$ cat src/rtl/vx_onehot_stream_mux.sv
// rtl/vx_onehot_stream_mux.sv - round-robin one-hot stream mux with optional output register and packet lock
module vx_onehot_stream_mux #(
  parameter int NUM_INPUTS  = 4,
  parameter int DATAW       = 32,
  parameter int OUT_BUF     = 1,
  parameter int LOCK_ENABLE = 0,
  parameter int SELW        = NUM_INPUTS
) (
  input  logic                        clk,
  input  logic                        reset,
  input  logic [NUM_INPUTS-1:0]       valid_in,
  input  logic [NUM_INPUTS*DATAW-1:0] data_in,
  input  logic [NUM_INPUTS-1:0]       last_in,
  output logic [NUM_INPUTS-1:0]       ready_in,
  output logic                        valid_out,
  output logic [DATAW-1:0]            data_out,
  output logic [SELW-1:0]             sel_out,
  input  logic                        ready_out
);

  localparam int PTRW = (NUM_INPUTS > 1) ? $clog2(NUM_INPUTS) : 1;

  typedef enum logic {ST_IDLE, ST_LOCKED} state_t;

  state_t          state_q, state_d;
  logic [PTRW-1:0] rr_ptr_q, rr_ptr_d;
  logic [SELW-1:0] lock_sel_q, lock_sel_d;
  logic [SELW-1:0] hi_mask, hi_req, rr_req, rr_grant, grant;
  logic [DATAW-1:0] mux_data;
  logic            stage_ready, xfer, grant_last;

  // Requests at or above rr_ptr win first; otherwise wrap to the lowest request.
  always_comb begin
    hi_mask  = {SELW{1'b1}} << rr_ptr_q;
    hi_req   = valid_in & hi_mask;
    rr_req   = (|hi_req) ? hi_req : valid_in;
    rr_grant = rr_req & (~rr_req + SELW'(1));
    grant    = (state_q == ST_LOCKED) ? (lock_sel_q & valid_in) : rr_grant;
  end

  always_comb begin
    mux_data = '0;
    for (int i = 0; i < NUM_INPUTS; i++) begin
      mux_data = mux_data | (data_in[i*DATAW +: DATAW] & {DATAW{grant[i]}});
    end
  end

  assign ready_in   = grant & {SELW{stage_ready}};
  assign xfer       = |ready_in;
  assign grant_last = |(grant & last_in);

  // While locked every transfer comes from lock_sel, so advancing past it keeps rr_ptr fixed.
  always_comb begin
    state_d    = state_q;
    lock_sel_d = lock_sel_q;
    rr_ptr_d   = rr_ptr_q;
    if (xfer) begin
      for (int i = 0; i < NUM_INPUTS; i++) begin
        if (grant[i]) rr_ptr_d = (i == NUM_INPUTS - 1) ? '0 : PTRW'(i + 1);
      end
      case (state_q)
        ST_IDLE: begin
          if (LOCK_ENABLE != 0 && !grant_last) begin
            state_d    = ST_LOCKED;
            lock_sel_d = grant;
          end
        end
        ST_LOCKED: begin
          if (grant_last) begin
            state_d    = ST_IDLE;
            lock_sel_d = '0;
          end
        end
        default: state_d = ST_IDLE;
      endcase
    end
  end

  always_ff @(posedge clk) begin
    if (reset) begin
      state_q    <= ST_IDLE;
      lock_sel_q <= '0;
      rr_ptr_q   <= '0;
    end else begin
      state_q    <= state_d;
      lock_sel_q <= lock_sel_d;
      rr_ptr_q   <= rr_ptr_d;
    end
  end

  if (OUT_BUF != 0) begin : g_buf
    logic             out_valid_q;
    logic [DATAW-1:0] out_data_q;
    logic [SELW-1:0]  out_sel_q;

    // Drain and refill in the same cycle keeps full throughput.
    assign stage_ready = !out_valid_q || ready_out;

    always_ff @(posedge clk) begin
      if (reset) begin
        out_valid_q <= 1'b0;
        out_data_q  <= '0;
        out_sel_q   <= '0;
      end else if (stage_ready) begin
        out_valid_q <= |grant;
        out_data_q  <= mux_data;
        out_sel_q   <= grant;
      end
    end

    assign valid_out = out_valid_q;
    assign data_out  = out_data_q;
    assign sel_out   = out_sel_q;
  end else begin : g_comb
    assign stage_ready = ready_out;
    assign valid_out   = |grant;
    assign data_out    = mux_data;
    assign sel_out     = grant;
  end

  a_ready_onehot: assert property (@(posedge clk) disable iff (reset) $onehot0(ready_in));
  a_sel_onehot:   assert property (@(posedge clk) disable iff (reset) valid_out |-> $onehot(sel_out));

  for (genvar gi = 0; gi < NUM_INPUTS; gi++) begin : g_stable
    a_data_stable: assert property (@(posedge clk) disable iff (reset)
      (valid_in[gi] && !ready_in[gi]) |=> $stable(data_in[gi*DATAW +: DATAW]));
  end

endmodule
$ cat config.mk
export PLATFORM = sky130hd
export DESIGN_NAME = vx_onehot_stream_mux
export DESIGN_NICKNAME = d
export VERILOG_FILES = /design/src/rtl/vx_onehot_stream_mux.sv
export SDC_FILE = /design/constraint.sdc
export NUM_CORES = 1
export LEC_CHECK = 0
export ABC_AREA = 0
export CAP_MARGIN = 20
export CORE_MARGIN = 3
export CORE_UTILIZATION = 30
export DETAILED_ROUTE_END_ITERATION = 8
export PLACE_DENSITY_LB_ADDON = 0.1
export SETUP_SLACK_MARGIN = 0.4
export SLEW_MARGIN = 25
export SYNTH_ARGS = -nofsm -noshare
export SYNTH_HDL_FRONTEND = slang
export SYNTH_SLANG_ARGS = --single-unit
$ cat constraint.sdc
create_clock -name clk -period 3.13 [get_ports clk]
set_input_delay 0.626 -clock clk [delete_from_list [all_inputs] [get_ports clk]]
set_output_delay 0.626 -clock clk [all_outputs]
set_load 0.02 [all_outputs]
# Word level (Yosys, flattened, before mapping)
# Cells that the tools add are included.
# op_classes
n_addsub	1
n_shift	1
reduce_logical	8
bitwise	12
n_mux	8
# op_table
cell	n
AND 32 bit	4
OR 32 bit	3
AND 4 bit	4
OR reduction 4 bit	4
two-way mux 2 bit	4
two-way mux 4 bit	2
adder 4 x 1 -> 4 bit, second input constant	1
inverter 4 bit	1
nonzero test 4 bit	1
left shift 4 x 2 -> 4 bit, first input constant	1
two-way mux 1 bit	2
AND reduction 2 bit	1
logical NOT 1 bit	1
logical OR 1 bit	1
# totals
register_bits	40
out_inout_bits	41

# Depth between registers and ports, before layout
# Gate-level depths: netlist of run 1.
# depth
depth_word	12
depth_mapped	7

# Least setup slack after synthesis of run 1
# Ideal clock, no wire load.
# synth_timing
path_kind	input to output
from	input port valid_in[0]
to	output port ready_in[0]
required_ns	2.504
path_buffers	2
arrival_ns	1.831
slack_ns	0.673
path_stages	4
cell_sequence	clkbuf_1 -> clkbuf_1 -> nand2_1 -> nor3_1
# synth_between
elab_chain_len	8
# synth_rtl
item	line_no	source
start: declaration	11	input logic [NUM_INPUTS-1:0] valid_in,
AND 4 bit	35	hi_req = valid_in & hi_mask;
OR reduction 4 bit	36	rr_req = (|hi_req) ? hi_req : valid_in;
two-way mux 4 bit *	36	
inverter 4 bit	37	rr_grant = rr_req & (~rr_req + SELW'(1));
adder 4 x 1 -> 4 bit	37	
AND 4 bit *	37	
two-way mux 4 bit *	38	grant = (state_q == ST_LOCKED) ? (lock_sel_q & valid_in) : rr_grant;
AND 4 bit *	48	assign ready_in = grant & {SELW{stage_ready}};
end: declaration	14	output logic [NUM_INPUTS-1:0] ready_in,
# Every way passes the cells marked *; elsewhere a longest branch is shown, timed or not.

# Worst setup path in the final report of run 1
# layout_timing
from	input port valid_in[1]
to	output port ready_in[1]
# Same word-level chain as after synthesis.

==> results.yml, run 1 <==
status:
  run_status: "completed"
hold_path:
  holdCritStartpoint: "sel_out[3]"
  hold_path_class: "flip-flop to flip-flop"
critical_path:
  r2r_start: "rr_ptr_q[1]"
  arrival_ps: 2030
  cp_max_fo: 5
  crit_family: "buffers and inverters"
  cp_data_required_time_ps: 2500
  critPathSlowestCell: "clkdlybuf4s50_1"
  worstSetupStartpointType: "input pin"
  setup.worst_path.end_class: "primary output"
  crit_chain: "clkdlybuf4s50_1, nor3_1, a311o_2, a21boi_4, and2_4, buf_4"
  crit_path_max_incr_delay_ps: 490
  worstSetupPathType: "input pin to primary output"
  crit_start: "valid_in[1]"
  cp_num_buf_inv: 2
timing:
  fin_tns_setup_ps: 0
  rsz0062_at_grt: "true"
  setup_slack_ps: 471
  final-hold-violation-count: 0
  worstMarginPinSlew_ps: 527
  setup_viol: 0
  skew_ps: 5.86
  period_minus_slack_ps: 2660
  fmax_mhz: 376
  relSlewSlack: 0.648
  post-route-period-util: 0.850
  maxSlewViolCount: 0
final_layout:
  antennaDiodeCount: 0
  regArea_um2: 801
  postLayoutCoreUtil: 0.529
  areaGrowthSynthToFinish_pct: 69.7
  layout-drive-gt1-share: 0.139
  fin_nets: 650
  nFillCells: 860
  multi_input_area_mm2: 0.00161
detailed_routing:
  wl_per_cell_um: 17.4
  drc: 0
  drtIter0Drc: 96
  vias_per_cell: 5.19
  firstDrtPassIters: 4
  wl_um: 10800
  detail-route-antenna-nets: 0
  num_vias: 3218
power_and_ir_drop:
  switchingPower_uw: 575
  vdd_drop_max_uv: 229
  leakage_uw: 0.00186
  pwr-share-seq: 0.345
  cellPowerDensity_mw_per_mm2: 370
  swShare: 0.333
  p_clk_frac: 0.210
  p_int_uw: 1150
  combPwrFrac: 0.445
synthesis:
  synth_top_family_by_area: "compound AO/OA/AOI/OAI gates"
  synthAdderAreaFrac: 0
  muxShareOfSynthArea: 0
  synth.net_count: 486
  synth-simple-area-share: 0.0934
  syn_area_per_cell_um2: 7.91
  synth-xor-area-share: 0
  synthDistinctLibCells: 31
  syn_area_mm2: 0.00275
  yosysWarnings: 0
  synthCells: 347
  ys_seq_elements: 40
  yosysSeqAreaShare: 0.292
  synth_compound_gate_area_share: 0.485
die:
  ioPinCount: 180
  die-area_mm2: 0.0103
  coreArea_mm2: 0.00881
  die_h_um: 102
  die_x_um: 102
  std_cell_rows: 34
  start_util: 0.312
cts:
  cts_buffers: 5
  clk_pin_slew_ps: 80
  clock-root-buffer: "clkbuf_8"
  clk_latency_ps: 290
  cts_tree: "yes"
  htreeDepth: 2
  clk_path_buf_depth: 2
  postCtsHoldBufs: 0
  cts_sinks: 40
grt:
  grt_pass1_wl_um: 16700
  grt_start_max_net_pins: 39
  first_global_vias: 3320
  overflow: 0
  antenna_found_initial: 0
  grt_use_total: 0.203
placement:
  place_ws_ps: -183
  hpwl_um: 7490
  globalplace.congestion: 0.821
  port_buffers: 175
flow_run:
  cap_violations: 0
## tightest hold or removal path: stages (launching register included)
cell and delay, ps:
dfxtp_1 320, nand2_1 50, a21oi_1 50
## timing repair
action	4_1_cts	5_1_grt
pin swaps	2	2
hold endpoints to repair	0	0
setup endpoints to repair	4	3
setup buffers	1	0
resized for setup	21	3
## registers in the layout, indices dropped and copies added, names as in the netlist
name and count:
rr_ptr_q 2, state_q 1, data_out 32, sel_out 4
valid_out 1
## power by group through the flow
stage	logic (uW)	clock network [uW]	registers [uW]
global route	827	403	603
finish	767	363	595
floorplan	349	0	670
global placement	763	0	604
detailed placement	770	0	606
CTS	772	382	595
## synthesized netlist by cell type
library cell	count	area, um2
or3_1	1	6.26
buf_2	5	25.0
nor2b_1	4	25.0
o21ai_0	1	5.00
buf_4	1	7.51
a211oi_1	2	15.0
a31oi_1	33	206
nand2_1	3	11.3
buf_1	3	11.3
clkbuf_1	18	67.6
a31o_2	1	8.76
o21ai_1	32	160
nand2b_2	1	8.76
a21oi_2	2	17.5
nand2b_1	1	6.26
a21boi_2	1	11.3
o21a_1	2	15.0
nor4_1	1	6.26
a2111oi_4	1	27.5
buf_6	10	113
nor2_1	43	161
nor3_1	2	10.0
inv_1	35	131
a22oi_1	4	30.0
and2_4	1	8.76
a22o_1	32	280
a311o_1	1	10.0
dfxtp_1	40	801
a211oi_2	30	375
and2_1	2	12.5
a21oi_1	34	170
## stage by stage
| stage | std cells | power [uW] | hold slack (ps) | cell area (um2) |
|---|---|---|---|---|
| 3_3_place_gp | 611 | 1370 | 445 | 4570 |
| 2_1_floorplan | 347 | 1020 | 533 | 2750 |
| 5_1_grt | 620 | 1830 | 502 | 4660 |
| 4_1_cts | 620 | 1750 | 466 | 4650 |
| 3_5_place_dp | 611 | 1380 | 451 | 4570 |
| 6_report | 620 | 1730 | 466 | 4660 |
## cell families after synthesis
family	after synthesis
AOI/OAI and AO/OA	176
buffers and inverters	72
DFF	40
and+or+nand+nor	59
## cell type report
class                           instances  area share
Tap cell                              108      0.0290
Multi-Input combinational cell        235       0.345
Sequential cell                        40       0.172
Timing Repair Buffer                  194       0.407
Clock buffer                            8      0.0193
Inverter                               35      0.0282
## worst paths after layout
| kind | end | slack, ps | cells past startpoint |
|---|---|---|---|
| worst min-delay path | sel_out[3] | 470 | 2 |
| worst max-delay path | ready_in[1] | 470 | 6 |
| worst min register to register | sel_out[3] | 470 | 2 |
| worst max register to register | data_out[27] | 940 | 7 |
## per-layer routing
layer	wire length, um	GRT usage	vias to the layer above	share of wire
li1	-	-	1587	-
met1	4600	0.254	1501	0.43
met2	5230	0.356	123	0.49
met3	855	0.0475	7	0.079
met4	88	0.0389	0	0.0082
met5	0	0	-	0
## cell usage in the layout (no fill, tap or decap), types with 2 or more instances in the layout
cell             netlist  routed
nor2_1                43      43
nor2b_1                4       3
a21oi_1               34      34
clkdlybuf4s50_1        0     167
nor3_1                 2       2
a211oi_2              30      30
buf_12                 0       2
o21ai_1               32      32
clkbuf_1              18       2
nand2_1                3       3
clkbuf_8               0       6
o21a_1                 2       2
buf_2                  5       3
a211oi_1               2       2
a31oi_1               33      33
and2_4                 1       2
dlygate4sd2_1          0       2
dfxtp_1               40      40
buf_4                  1      20
inv_1                 35      35
a21oi_2                2       2
a22oi_1                4       4
a22o_1                32      32
No activity file was read; power rests on OpenSTA's default activity.
==> run 2, diff against run 1 <==
==> constraint.sdc (replaced) <==
create_clock -name clk -period 2.7 [get_ports clk]
set_input_delay 0.54 -clock clk [delete_from_list [all_inputs] [get_ports clk]]
set_output_delay 0.54 -clock clk [all_outputs]
set_load 0.02 [all_outputs]
==> run 2 against run 1 <==
  * Routed wire length rose by 1.1%
  * Count of clock-buffer cells in the layout is 2 lower
  * Critical path depth unchanged
  * Final cell count grew 0.65%
  * Power is 17% higher
  * Combinational power increased by 17%
  * Sequential cell count unchanged
  * Clock power rose by 16%
  * Clock skew grew 4.8 ps
  * Register-to-register slack worse by 340 ps
  * First-iteration DRC count unchanged
  * Via count grew 0.34%
  * Critical path type unchanged
  * Highest routed layer unchanged
==> results.yml, run 2 (synthesis results as in run 1) <==
status:
  run_status: "completed"
timing:
  relSlewSlack: 0.652
  worstMarginPinSlew_ps: 522
  setup_viol: 0
  post-route-period-util: 0.834
  skew_ps: 10.7
  period_minus_slack_ps: 2250
  final-hold-violation-count: 0
  hold_ws_ps: 474
  rsz0062_at_grt: "false"
  setup_slack_ps: 448
  fmax_mhz: 444
  maxSlewViolCount: 0
power_and_ir_drop:
  leakage_uw: 0.00190
  total_power_uw: 2010
  vdd_drop_max_uv: 226
  cellPowerDensity_mw_per_mm2: 427
final_layout:
  nFillCells: 869
  layout_common_cells: "clkdlybuf4s50_1, nor2_1, dfxtp_1"
  layout_commonest_cell: "clkdlybuf4s50_1"
  layout-drive-gt1-share: 0.161
  postLayoutCoreUtil: 0.535
  areaGrowthSynthToFinish_pct: 71.5
  antennaDiodeCount: 0
  regArea_um2: 803
  multi_input_area_mm2: 0.00163
  fin_cells: 624
  fin_nets: 654
  largest_reg_flops: 32
detailed_routing:
  drc: 0
  drtIter0Drc: 96
  vias_per_cell: 5.17
  num_vias: 3229
  firstDrtPassIters: 4
  wl_um: 10900
  detail-route-antenna-nets: 0
  wl_per_cell_um: 17.5
placement:
  place_ws_ps: -422
  globalplace.congestion: 0.789
  place_inst: 615
  port_buffers: 175
  hpwl_um: 7520
flow_run:
  cap_violations: 0
cts:
  clk_pin_slew_ps: 90
  clk_latency_ps: 290
  cts_tree: "yes"
  postCtsHoldBufs: 0
  clock-root-buffer: "clkbuf_8"
  htreeDepth: 2
  cts_sinks: 40
  cts_buffers: 5
  clk_path_buf_depth: 2
critical_path:
  r2r.worst_path.cells: 7
  cp_max_fo: 4
  cp_data_required_time_ps: 2160
  setup.worst_path.end_class: "primary output"
  arrival_ps: 1710
  worstSetupStartpointType: "input pin"
  worstSetupPathType: "input pin to primary output"
grt:
  grt_pass1_wl_um: 16400
  overflow: 0
  grt_start_max_net_pins: 39
  grt_use_total: 0.202
  antenna_found_initial: 0
  first_global_vias: 3310
die:
  std_cell_rows: 34
  die-area_mm2: 0.0103
  ioPinCount: 180
  coreArea_mm2: 0.00881
  die_h_um: 102
  die_x_um: 102
  start_util: 0.312
hold_path:
  hold_path_class: "flip-flop to flip-flop"
  whs_path_depth: 2
==> run 2: area by class of cell <==
class,count,share of cell area
clock buffers,6,0.0175
clock inverters,2,0.00213
inverters,35,0.0279
multi-input cells,235,0.346
flip-flops and latches,40,0.171
well taps,108,0.0287
repair buffers,198,0.407
==> run 2: worst max-delay path, stage by stage <==
cell	delay, ps
dlygate4sd2_1	230
nor3_1	50
a311o_2	400
a21boi_4	190
and2_1	150
buf_4	130
==> run 2: worst paths after layout <==
kind             endpoint  slack (ps)         from
max           ready_in[2]         450  valid_in[1]
min            sel_out[3]         470   sel_out[3]
max reg2reg  data_out[10]         600  rr_ptr_q[1]
min reg2reg    sel_out[3]         470   sel_out[3]
==> run 2: timing repair <==
action / 4_1_cts / 5_1_grt
setup buffers: 1 / 0
resized for setup: 27 / 11
setup endpoints to repair: 37 / 4
hold endpoints to repair: 0 / 0
pin swaps: 2 / 3
==> run 2: where the power goes <==
part	leakage (uW)	internal (uW)	switching [uW]
Combinational	0.00152	476	424
Clock	0.0000510	204	216
Sequential	0.000333	655	35.6
==> run 2: through the flow <==
stage                     area, um2  setup TNS, ps
final                          4710              0
after global routing           4710              0
after CTS                      4680              0
after detailed placement       4580          -1520
after global placement         4580          -1430
after floorplan                2750              0
==> run 2: routing by layer <==
layer	vias to the layer above	share of wire	GRT usage
met3	8	0.077	0.0510
met2	122	0.48	0.346
met1	1501	0.43	0.252
li1	1598	-	-
met5	-	0	0
met4	0	0.010	0.0532
